$ cat config.mk
export PLATFORM = sky130hd
export DESIGN_NAME = balance_display_scheduler
export DESIGN_NICKNAME = d
export VERILOG_FILES = /design/src/rtl/balance_display_scheduler.sv
export SDC_FILE = /design/constraint.sdc
export NUM_CORES = 1
export LEC_CHECK = 0
export BUFFER_PORTS_ARGS = -buffer_cell sky130_fd_sc_hd__buf_2
export CORE_ASPECT_RATIO = 1.75
export CORE_MARGIN = 2
export CORE_UTILIZATION = 39
export DETAILED_ROUTE_END_ITERATION = 7
export PLACE_DENSITY = 0.64
export SYNTH_ARGS = -nofsm -noshare
export SYNTH_HDL_FRONTEND = slang
export SYNTH_SLANG_ARGS = --single-unit
$ cat constraint.sdc
create_clock -name clk -period 3.6 [get_ports clk]
set_input_delay 0.72 -clock clk [delete_from_list [all_inputs] [get_ports clk]]
set_output_delay 0.72 -clock clk [all_outputs]
set_load 0.02 [all_outputs]
$ cat src/rtl/balance_display_scheduler.sv
`default_nettype none
// ============================================================================
// Module   : balance_display_scheduler
// Purpose  : Chooses which of five balances feeds the shared 7-seg decoder:
//            manual stepping, timed auto-rotation, and change override.
// Revision : 1.0 - initial release
// ============================================================================
module balance_display_scheduler #(
   parameter int DWELL_TICKS = 3,
   parameter int HOLD_TICKS  = 5
) (
   input  logic        clk,
   input  logic        rst_n,
   input  logic        tick,
   input  logic        adv,
   input  logic        auto_en,
   input  logic [15:0] bal_dollars,
   input  logic [15:0] bal_btc,
   input  logic [15:0] bal_eth,
   input  logic [15:0] bal_xrp,
   input  logic [15:0] bal_ltc,
   output logic [2:0]  sel,
   output logic [15:0] disp_value,
   output logic        load,
   output logic        highlight
);

   typedef enum logic [1:0] {
      MANUAL   = 2'd0,
      AUTO     = 2'd1,
      OVERRIDE = 2'd2
   } state_t;

   localparam logic [7:0] c_dwell_last = 8'(DWELL_TICKS - 1);
   localparam logic [7:0] c_hold_last  = 8'(HOLD_TICKS - 1);

   state_t      r_state, w_state_n;
   logic [2:0]  r_sel, w_sel_n;
   logic [2:0]  r_saved_sel, w_saved_n;
   logic [7:0]  r_dwell, w_dwell_n;
   logic [7:0]  r_hold, w_hold_n;
   logic        r_highlight, w_highlight_n;
   logic        r_load;
   logic [15:0] r_disp, w_disp_n;
   logic        r_primed;
   logic [15:0] r_shadow [5];
   logic [15:0] w_bal [5];
   logic [4:0]  w_change;
   logic [2:0]  w_low;

   function automatic logic [2:0] advance(input logic [2:0] x);
      return (x == 3'd4) ? 3'd0 : x + 3'd1;
   endfunction

   assign w_bal[0] = bal_dollars;
   assign w_bal[1] = bal_btc;
   assign w_bal[2] = bal_eth;
   assign w_bal[3] = bal_xrp;
   assign w_bal[4] = bal_ltc;

   generate
      for (genvar k = 0; k < 5; k++) begin : g_change
         assign w_change[k] = r_primed && (w_bal[k] != r_shadow[k]);
      end
   endgenerate

   always_comb begin
      w_low = 3'd0;
      if      (w_change[0]) w_low = 3'd0;
      else if (w_change[1]) w_low = 3'd1;
      else if (w_change[2]) w_low = 3'd2;
      else if (w_change[3]) w_low = 3'd3;
      else if (w_change[4]) w_low = 3'd4;
   end

   always_comb begin
      w_state_n     = r_state;
      w_sel_n       = r_sel;
      w_saved_n     = r_saved_sel;
      w_dwell_n     = r_dwell;
      w_hold_n      = r_hold;
      w_highlight_n = r_highlight;
      if (r_sel > 3'd4) begin
         w_state_n     = MANUAL;
         w_sel_n       = 3'd0;
         w_highlight_n = 1'b0;
      end else begin
         case (r_state)
            MANUAL, AUTO: begin
               if (|w_change) begin
                  w_state_n     = OVERRIDE;
                  w_saved_n     = r_sel;
                  w_sel_n       = w_low;
                  w_hold_n      = 8'd0;
                  w_highlight_n = 1'b1;
               end else if (r_state == MANUAL) begin
                  if (adv) w_sel_n = advance(r_sel);
                  if (auto_en) begin
                     w_state_n = AUTO;
                     w_dwell_n = 8'd0;
                  end
               end else begin
                  // adv wins over a coincident tick: one step, dwell restarts
                  if (adv) begin
                     w_sel_n   = advance(r_sel);
                     w_dwell_n = 8'd0;
                  end else if (tick) begin
                     if (r_dwell == c_dwell_last) begin
                        w_sel_n   = advance(r_sel);
                        w_dwell_n = 8'd0;
                     end else begin
                        w_dwell_n = r_dwell + 8'd1;
                     end
                  end
                  if (!auto_en) w_state_n = MANUAL;
               end
            end
            OVERRIDE: begin
               if (|w_change) begin
                  w_sel_n  = w_low;
                  w_hold_n = 8'd0;
               end else if (adv || (tick && r_hold == c_hold_last)) begin
                  w_sel_n       = r_saved_sel;
                  w_highlight_n = 1'b0;
                  w_dwell_n     = 8'd0;
                  w_state_n     = auto_en ? AUTO : MANUAL;
               end else if (tick) begin
                  w_hold_n = r_hold + 8'd1;
               end
            end
            default: begin
               w_state_n     = MANUAL;
               w_sel_n       = 3'd0;
               w_highlight_n = 1'b0;
            end
         endcase
      end
   end

   always_comb begin
      w_disp_n = 16'd0;
      case (w_sel_n)
         3'd0:    w_disp_n = bal_dollars;
         3'd1:    w_disp_n = bal_btc;
         3'd2:    w_disp_n = bal_eth;
         3'd3:    w_disp_n = bal_xrp;
         3'd4:    w_disp_n = bal_ltc;
         default: w_disp_n = 16'd0;
      endcase
   end

   always_ff @(posedge clk or negedge rst_n) begin
      if (!rst_n) begin
         r_state     <= MANUAL;
         r_sel       <= 3'd0;
         r_saved_sel <= 3'd0;
         r_dwell     <= 8'd0;
         r_hold      <= 8'd0;
         r_highlight <= 1'b0;
         r_load      <= 1'b0;
         r_disp      <= 16'd0;
         r_primed    <= 1'b0;
         for (int k = 0; k < 5; k++) r_shadow[k] <= 16'd0;
      end else begin
         r_state     <= w_state_n;
         r_sel       <= w_sel_n;
         r_saved_sel <= w_saved_n;
         r_dwell     <= w_dwell_n;
         r_hold      <= w_hold_n;
         r_highlight <= w_highlight_n;
         r_load      <= (w_sel_n != r_sel);
         r_disp      <= w_disp_n;
         r_primed    <= 1'b1;
         for (int k = 0; k < 5; k++) r_shadow[k] <= w_bal[k];
      end
   end

   assign sel        = r_sel;
   assign disp_value = r_disp;
   assign load       = r_load;
   assign highlight  = r_highlight;

endmodule
`default_nettype wire

=== Word level (Yosys, flattened, before mapping) ===
Index checks and enable logic that the tools add are counted.

* Bits in registers: 123
* Bits in latches: 0
* Memory bits (writable): 0
* Memory bits (read-only): 0
* Input bits: 85
* Output and inout bits: 21
* Logic and storage cells: 109
* Memories: 0

* Add/subtract/negate cells: 3
* $mul: 0
* Divide/modulo/power cells: 0
* Magnitude comparators: 1
* Eq/ne operators: 28
* Shift operators: 0
* Multiplexer cells: 45
* Bitwise logic cells: 1
* Reductions and logical operators: 17

{| class="wikitable"
|+ Operators by type and width
! kind !! number
|-
| 8-bit 2-to-1 mux || 12
|-
| 16-bit != test || 5
|-
| 16-bit case mux with 5 select lines || 1
|-
| 3-bit 2-to-1 mux || 15
|-
| 8-bit case mux with 2 select lines || 2
|-
| 3-bit != test (second input constant) || 6
|-
| 8-bit by 1-bit adder with 8-bit output (second input constant) || 2
|-
| 2-bit 2-to-1 mux || 7
|-
| 5-bit != test (second input constant) || 2
|-
| 8-bit by 2-bit == test with 1-bit output (second input constant) || 1
|-
| 8-bit by 3-bit == test with 1-bit output (second input constant) || 1
|-
| 2-bit != test (second input constant) || 4
|-
| 7-bit AND reduction || 1
|-
| 3-bit by 2-bit == test with 1-bit output (second input constant) || 2
|-
| 3-bit == test (second input constant) || 2
|-
| 1-bit logical AND || 6
|-
| 3-bit case mux with 2 select lines || 1
|-
| 3-bit AND reduction || 2
|-
| 1-bit 2-to-1 mux || 5
|-
| 5-bit AND reduction || 1
|-
| 5-bit OR reduction || 1
|-
| 4-bit != test (second input constant) || 1
|-
| 2-bit case mux with 2 select lines || 1
|-
| 4-bit AND reduction || 1
|-
| other kinds (13) || 13
|}

=== Depth between registers and ports, before layout ===
Gate-level depths: netlist of run 1.

* Depth in word-level cells: 12
* Mapped depth: 12
* Depth with buffers taken out: 10

=== Least setup slack after synthesis of run 1 ===
OpenSTA, ideal clock, no wires.

* Path type: input-to-reg
* From: in bal_eth[12]
* To: reg r_dwell[6]
* Setup time: 0.095 ns
* Data arrival time: 2.691 ns
* Data required time: 3.505 ns
* Slack: 0.814 ns
* Stages: 9
* Path buffers: 1
* Cell sequence: xor2_1 nor4_1 nand4bb_1 o41ai_4 and2_1 nand3_4 or2_0 clkbuf_1 o31ai_1

* Cells in the longest elaborated chain, start to end: 5

{| class="wikitable"
|+ Ends and longest elaborated chain
! what !! RTL line !! RTL
|-
| start, declared || 19 || <nowiki>input logic [15:0] bal_eth,</nowiki>
|-
| 16-bit != test * || 63 || <nowiki>assign w_change[k] = r_primed && (w_bal[k] != r_shadow[k]);</nowiki>
|-
| 1-bit logical AND * || 63 ||
|-
| 5-bit OR reduction * || 90, 119 ||
|-
| 2-bit != test (no line) || - ||
|-
| 7-bit AND reduction (no line) * || - ||
|-
| end signal, assigned || 168 || <nowiki>r_dwell <= w_dwell_n;</nowiki>
|-
| end, declared || 40 || <nowiki>logic [7:0] r_dwell, w_dwell_n;</nowiki>
|}

Mark *: on every way between the ends. The rest lies on a longest branch, timed or not.
A chain may end at the register's enable or synchronous reset.

=== Worst setup path after layout of run 1 ===
* From: reg r_sel[0], in the netlist sel[0]
* To: reg r_disp[4], in the netlist disp_value[4]

* Cells in the longest elaborated chain, start to end: 11

{| class="wikitable"
|+ Ends and longest elaborated chain
! what !! RTL line !! RTL
|-
| start, declared || 38 || <nowiki>logic [2:0] r_sel, w_sel_n;</nowiki>
|-
| start signal, assigned || 166 || <nowiki>r_sel <= w_sel_n;</nowiki>
|-
| 3-bit by 1-bit adder with 3-bit output or 3-bit == test (tied branches) || 52 || <nowiki>return (x == 3'd4) ? 3'd0 : x + 3'd1;</nowiki>
|-
| 3-bit 2-to-1 mux || 52 ||
|-
| 3-bit 2-to-1 mux || 108 || <nowiki>if (r_dwell == c_dwell_last) begin</nowiki>
|-
| 3-bit 2-to-1 mux || 107 || <nowiki>end else if (tick) begin</nowiki>
|-
| 3-bit 2-to-1 mux || 104 || <nowiki>if (adv) begin</nowiki>
|-
| 3-bit 2-to-1 mux || 96 || <nowiki>end else if (r_state == MANUAL) begin</nowiki>
|-
| 3-bit 2-to-1 mux || 90 || <nowiki>if (|w_change) begin</nowiki>
|-
| 3-bit case mux with 2 select lines || 88 || <nowiki>case (r_state)</nowiki>
|-
| 3-bit 2-to-1 mux * || 83 || <nowiki>if (r_sel > 3'd4) begin</nowiki>
|-
| 3-bit == test, or another cell as far along || 142 || <nowiki>case (w_sel_n)</nowiki>
|-
| 16-bit case mux with 5 select lines * || 142 ||
|-
| net w_disp_n[4] || 44 || <nowiki>logic [15:0] r_disp, w_disp_n;</nowiki>
|-
| end signal, assigned || 172 || <nowiki>r_disp <= w_disp_n;</nowiki>
|-
| end, declared || 44 ||
|}

The timed path passes the listed nets; every way through them passes the cells marked *.

==> results of run 1 <==
-- layer usage --
metal / vias up / part of all wire / GRT usage / routed length, um
met3: 20 / 0.045 / 0.0472 / 646
met5: - / 0 / 0 / 0
met4: 0 / 0.022 / 0.0870 / 320
met1: 2035 / 0.37 / 0.214 / 5350
met2: 116 / 0.56 / 0.359 / 8190
li1: 1944 / - / - / -
-- through the flow --
| step | instances | hold WS, ps | setup WS, ps | power, mW | utilization |
|---|---|---|---|---|---|
| floorplan | 475 | 424 | 814 | 1.89 | - |
| detailed placement | 756 | 490 | 149 | 2.15 | 0.449 |
| global placement | 756 | 476 | 300 | 2.14 | 0.449 |
| global route | 787 | 425 | 255 | 3.90 | 0.488 |
| CTS | 785 | 397 | 518 | 3.79 | 0.488 |
| finish | 787 | 366 | 471 | 3.75 | 0.488 |
-- kinds of logic after synthesis --
group,share of synthesized area
other cells,0.000669
buf+inv,0.0192
fa+ha+maj,0.0134
flops,0.549
compound gates,0.0982
xor+xnor,0.128
mux,0.0665
simple gates,0.125
-- path summary, 6_finish.rpt --
| path | from | cells after the start | slack (ps) | to |
|---|---|---|---|---|
| max in group asynchronous | rst_n | 2 | 2360 | r_shadow[12]$_DFF_PN0_ |
| hold reg to reg | r_saved_sel[1]$_DFFE_PN0P_ | 1 | 510 | r_saved_sel[1]$_DFFE_PN0P_ |
| hold / removal | rst_n | 1 | 370 | r_dwell[5]$_DFFE_PN0P_ |
| setup / recovery | sel[0]$_DFF_PN0_ | 10 | 470 | disp_value[4]$_DFF_PN0_ |
| min in group clk | bal_btc[9] | 1 | 460 | r_shadow[57]$_DFF_PN0_ |
| setup reg to reg | sel[0]$_DFF_PN0_ | 10 | 470 | disp_value[4]$_DFF_PN0_ |
-- sequential cells by signal, indices dropped and copies added, names as in the netlist --
| signal | cells |
|---|---|
| disp_value | 16 |
| load | 1 |
| sel | 3 |
| highlight | 1 |
| r_state | 2 |
| r_primed | 1 |
| r_shadow | 80 |
| r_hold | 8 |
| r_saved_sel | 3 |
| r_dwell | 8 |
-- cells in the mapped netlist (2+ instances only) --
| master | number |
|---|---|
| a21oi_1 | 8 |
| a41o_1 | 2 |
| and2_1 | 3 |
| and3_1 | 10 |
| buf_2 | 5 |
| buf_4 | 3 |
| clkbuf_1 | 5 |
| dfrtp_1 | 123 |
| ha_1 | 6 |
| inv_1 | 11 |
| mux2_2 | 2 |
| mux2i_1 | 35 |
| nand2_1 | 34 |
| nand2b_1 | 11 |
| nand3_1 | 12 |
| nand4_1 | 11 |
| nor2_1 | 16 |
| nor2b_1 | 3 |
| nor3_1 | 3 |
| nor4_1 | 15 |
| o21a_1 | 2 |
| o21ai_0 | 20 |
| o221ai_1 | 17 |
| o2bb2ai_1 | 4 |
| o31ai_1 | 8 |
| or4_1 | 2 |
| xnor2_1 | 26 |
| xor2_1 | 56 |
-- where the power goes --
part	switching (mW)	internal, mW
combinational	0.348	0.227
sequential	0.0606	1.49
clock	0.588	1.04
total	0.997	2.76
-- cell type report --
class / count / area [um^2] / area share
clock buffers: 21 / 460 / 0.0663
multi-input cells: 328 / 2430 / 0.350
diodes: 2 / 5.00 / 0.000721
well taps: 180 / 225 / 0.0324
repair buffers: 114 / 608 / 0.0876
flip-flops and latches: 123 / 3080 / 0.443
inverters: 11 / 41.3 / 0.00595
clock inverters: 8 / 96.3 / 0.0139
==> flow_summary.json, run 1 <==
{
  "place.gp.congestion": 0.880,
  "io-pin-count": 106,
  "async_flop_share": 1.00,
  "rows": 58,
  "clockRootBuffer": "clkbuf_16",
  "max_freq_mhz": 320,
  "critical_path.endpoint_type": "register",
  "maxCapViolCount": 0,
  "cellLeakagePower_nw": 3.31,
  "synth_seq_cells": 123,
  "slowest_stage": "dfrtp_1",
  "grt_max_degree": 57,
  "final_cell_mix": "dfrtp_1 (123), buf_2 (104), xor2_1 (56)",
  "port_buffers": 105,
  "start_util": 0.394,
  "grt_pass1_wl_um": 22800,
  "power.density_nw_per_um2": 540,
  "yosysWarnings": 0,
  "wl_per_cell_um": 18.4,
  "fin_nets": 686,
  "grt_use_total": 0.198,
  "drive_above_1_share": 0.248,
  "viasPerCell": 5.23,
  "gr-total-overflow": 0,
  "synth_cell_type_count": 50,
  "fin_crit_sh": 0.869,
  "vias": 4115,
  "cts_sinks": 123,
  "clock_latency_ps": 410,
  "critPathArrivalTime_ps": 3370,
  "clkTransAtPathRegs_ps": 60,
  "synthCells": 475,
  "tightest_slew_ps": 720,
  "clockBufferDepth": 2,
  "ir_worst_vdd_v": 0.000318,
  "cts_resized": 0,
  "ys.flop_type": "dfrtp_1",
  "cp_max_fo": 16,
  "cpLargestDelayFamily": "simple AND/OR/NAND/NOR gates",
  "syn_avg_cell_area_um2": 11.8,
  "ys_seq_area_frac": 0.549,
  "finalSetupViolCount": 0,
  "die_w_um": 94.7,
  "coreArea_um2": 14200,
  "slew_viol_final": 0,
  "antenna_found_initial": 2,
  "slew_headroom": 0.520,
  "synth_top_area_frac": 0.549,
  "start_kind": "register",
  "area_growth_pct": 23.8,
  "wl_um": 14500,
  "remaining_drc_errors": 0,
  "yosys-top-cells-area": "dfrtp_1 (55%), xor2_1 (8.7%), mux2i_1 (6.2%)",
  "cts_buffers": 17,
  "fillers": 1341,
  "synth_edf_count": 0,
  "first_pass_iters": 4,
  "rsz0062_at_grt": "false",
  "dieArea_um2": 15400,
  "ant_nets": 0,
  "post_cts_buffers": 0,
  "cp.required_ps": 3840,
  "cp_num_buf_inv": 1,
  "hold_viol": 0,
  "final_common_cell": "dfrtp_1",
  "h-tree-depth": 4,
  "drtIter0Drc": 211,
  "dieHeight_um": 163,
  "yosys.area.top_type": "dfrtp_1",
  "clock_skew_ps": 7.33,
  "placed_cell_area_um2": 6380,
  "hold_buffers": 0,
  "fin_area_um2": 6940,
  "setup_tns_ps": 0,
  "dp_hpwl_um": 11000,
  "synth_area_um2": 5610,
  "hp-class": "input pin to async pin",
  "final.min_clock_period_ps": 3130,
  "status": "finished clean",
  "grt_pass1_vias": 4267,
  "crit_chain": "inv_1 > ha_1 > nand2b_1 > o221ai_1 > nor3_1 > o31ai_1 > and2_1 > nand2_1 > nand2_1 > o221ai_1",
  "crit_type": "register to register",
  "cts_tree": "done",
  "cpPeakStageDelay_ps": 510,
  "syn_nets": 566
}
Note: power is estimated with default switching activity, not from simulation.
==> run 2: changes to the inputs <==
--- a/config.mk
+++ b/config.mk
@@ -5,12 +5,14 @@
 export SDC_FILE = /design/constraint.sdc
 export NUM_CORES = 1
 export LEC_CHECK = 0
+export ABC_AREA = 1
 export BUFFER_PORTS_ARGS = -buffer_cell sky130_fd_sc_hd__buf_2
 export CORE_ASPECT_RATIO = 1.75
 export CORE_MARGIN = 2
 export CORE_UTILIZATION = 39
 export DETAILED_ROUTE_END_ITERATION = 7
-export PLACE_DENSITY = 0.64
+export PLACE_DENSITY = 0.63
 export SYNTH_ARGS = -nofsm -noshare
 export SYNTH_HDL_FRONTEND = slang
 export SYNTH_SLANG_ARGS = --single-unit
+export TNS_END_PERCENT = 50
==> constraint.sdc (replaced) <==
create_clock -name clk -period 3.6 [get_ports clk]
set_input_delay 0.72 -clock clk [delete_from_list [all_inputs] [get_ports clk]]
set_output_delay 0.72 -clock clk [all_outputs]
set_load 0.1 [all_outputs]
==> run 2 against run 1 <==
Final area grew 16%. Sequential power grew 8%. Total power grew 41%. Fmax grew 12%. Die area grew 17%. Clock-buffer cell count is the same. Largest power group unchanged. Flip-flop and latch count is the same. Critical path type unchanged.
==> flow_summary.json, run 2 <==
{
  "status": "finished clean",
  "synth_top_area_frac": 0.466,
  "dp_hpwl_um": 13200,
  "remaining_drc_errors": 0,
  "clock_skew_ps": 5.78,
  "io-pin-count": 106,
  "dieHeight_um": 176,
  "synth_cell_type_count": 40,
  "critPathArrivalTime_ps": 3140,
  "ir_worst_vdd_v": 0.000280,
  "synth.most_common_cell": "nand2_1",
  "yosys.area.top_type": "dfrtp_1",
  "syn_avg_cell_area_um2": 7.63,
  "largest-register": "r_shadow",
  "tightest_slew_ps": 848,
  "cts_sinks": 123,
  "slew_viol_final": 0,
  "grt_pass1_vias": 5501,
  "grt_max_degree": 63,
  "cp_max_fo": 15,
  "place.gp.congestion": 0.883,
  "wl_per_cell_um": 14.0,
  "port_buffers": 105,
  "timing.hold.ws_ps": 388,
  "n_antenna_cell": 0,
  "fin_cells": 1220,
  "cp.required_ps": 3950,
  "final_common_cell": "nand2_1",
  "die_w_um": 102,
  "start_kind": "register",
  "viasPerCell": 4.54,
  "antenna_found_initial": 0,
  "ys_top_cells_by_count": "nand2_1 (287), inv_1 (126), nor2_1 (126)",
  "regToRegSetupSlack_ps": 800,
  "hold_viol": 0,
  "largest_reg_flops": 80,
  "clockRootBuffer": "clkbuf_16",
  "multiInputGateArea_um2": 2860,
  "cts_resized": 0,
  "post_cts_buffers": 0,
  "final.setup.worst_slack_ps": 802,
  "ys.flop_type": "dfrtp_1",
  "clockBufferDepth": 2,
  "max_freq_mhz": 357,
  "power.density_nw_per_um2": 658,
  "start_util": 0.399,
  "syn_nets": 956,
  "hp-class": "input pin to async pin",
  "dp.cells": 1188,
  "critical_path.endpoint_type": "register",
  "grt_use_total": 0.205,
  "synth_seq_cells": 123,
  "rsz0062_at_grt": "false",
  "ant_nets": 0,
  "drtIter0Drc": 236,
  "clock_latency_ps": 420,
  "first_pass_iters": 5,
  "finalSetupViolCount": 0,
  "async_flop_share": 1.00,
  "synth_area_um2": 6600,
  "yosys-top-cells-area": "dfrtp_1 (47%), nand2_1 (16%), inv_1 (7.2%)",
  "drive_above_1_share": 0.198,
  "dpl_worst_slack_ps": 535,
  "seq_area_um2": 3080,
  "area_growth_pct": 21.5,
  "h-tree-depth": 4,
  "grt_pass1_wl_um": 27800,
  "cts_buffers": 17,
  "setup_tns_ps": 0,
  "synth_edf_count": 0,
  "clkTransAtPathRegs_ps": 50,
  "vias": 5536,
  "fillers": 1623,
  "hold_buffers": 0,
  "final_cell_mix": "nand2_1 (287), inv_1 (126), nor2_1 (126)",
  "wl_um": 17100,
  "slew_headroom": 0.434,
  "cellLeakagePower_nw": 4.42,
  "yosysWarnings": 0,
  "maxCapViolCount": 0,
  "final.min_clock_period_ps": 2800,
  "dieArea_um2": 18000,
  "cts_tree": "done",
  "synthCells": 865,
  "gr-total-overflow": 0,
  "fin_crit_sh": 0.777,
  "ys_seq_area_frac": 0.466,
  "coreArea_um2": 16500,
  "crit_type": "register to register",
  "rows": 62,
  "fin_nets": 1074
}
[run 2: final timing paths]
path | from | cells after the start | to
hold reg to reg | r_saved_sel[0]$_DFFE_PN0P_ | 2 | r_saved_sel[0]$_DFFE_PN0P_
setup reg to reg | r_dwell[0]$_DFFE_PN0P_ | 19 | disp_value[5]$_DFF_PN0_
setup / recovery | r_dwell[0]$_DFFE_PN0P_ | 19 | disp_value[5]$_DFF_PN0_
min in group clk | bal_eth[12] | 1 | r_shadow[44]$_DFF_PN0_
hold / removal | rst_n | 1 | r_shadow[25]$_DFF_PN0_
max in group asynchronous | rst_n | 2 | r_shadow[58]$_DFF_PN0_
[run 2: routing by layer]
metal | track usage | part of all wire | vias up
li1 | - | - | 2865
met5 | 0 | 0 | -
met1 | 0.233 | 0.40 | 2541
met4 | 0.0778 | 0.024 | 0
met3 | 0.0380 | 0.032 | 25
met2 | 0.371 | 0.55 | 105
[run 2: cell families after synthesis]
| kind of cell | after synthesis | synth area share |
|---|---|---|
| compound gates | 36 | 0.0305 |
| flops | 123 | 0.466 |
| other cells | 1 | 0.000568 |
| simple gates | 513 | 0.352 |
| fa+ha+maj | 6 | 0.0114 |
| buf+inv | 157 | 0.100 |
| xor+xnor | 29 | 0.0385 |
[run 2: layout make-up]
class	count	share of cell area
inverters	146	0.0693
clock inverters	11	0.0236
well taps	224	0.0349
flip-flops and latches	123	0.384
multi-input cells	585	0.356
repair buffers	110	0.0721
clock buffers	21	0.0599
[run 2: metrics by stage]
stage	power, mW	instance area, um^2	utilization
detailed placement	3.38	7350	0.445
finish	5.28	8020	0.485
global route	5.52	8020	0.485
global placement	3.36	7350	0.445
CTS	5.32	8020	0.485
floorplan	2.97	6600	-
[run 2: report_power, final]
part	switching [mW]	internal, mW	leakage (nW)	total, mW
clock network	0.633	1.30	0.325	1.93
logic	1.31	0.356	2.61	1.66
registers	0.116	1.56	1.48	1.68
[run 2: worst max-delay path, cell delays in order, from the launching register on]
cell,delay [ps]
dfrtp_1,380
inv_1,120
ha_1,150
nor3b_1,320
nand3_1,170
nand2_1,170
nand2_1,70
nand3_1,70
nand2_1,90
nand4_2,110
nand2_4,110
inv_4,210
nand2_8,140
inv_4,110
nand2_4,50
inv_4,150
nand2_1,70
nand2_1,100
inv_1,50
nand2_1,80
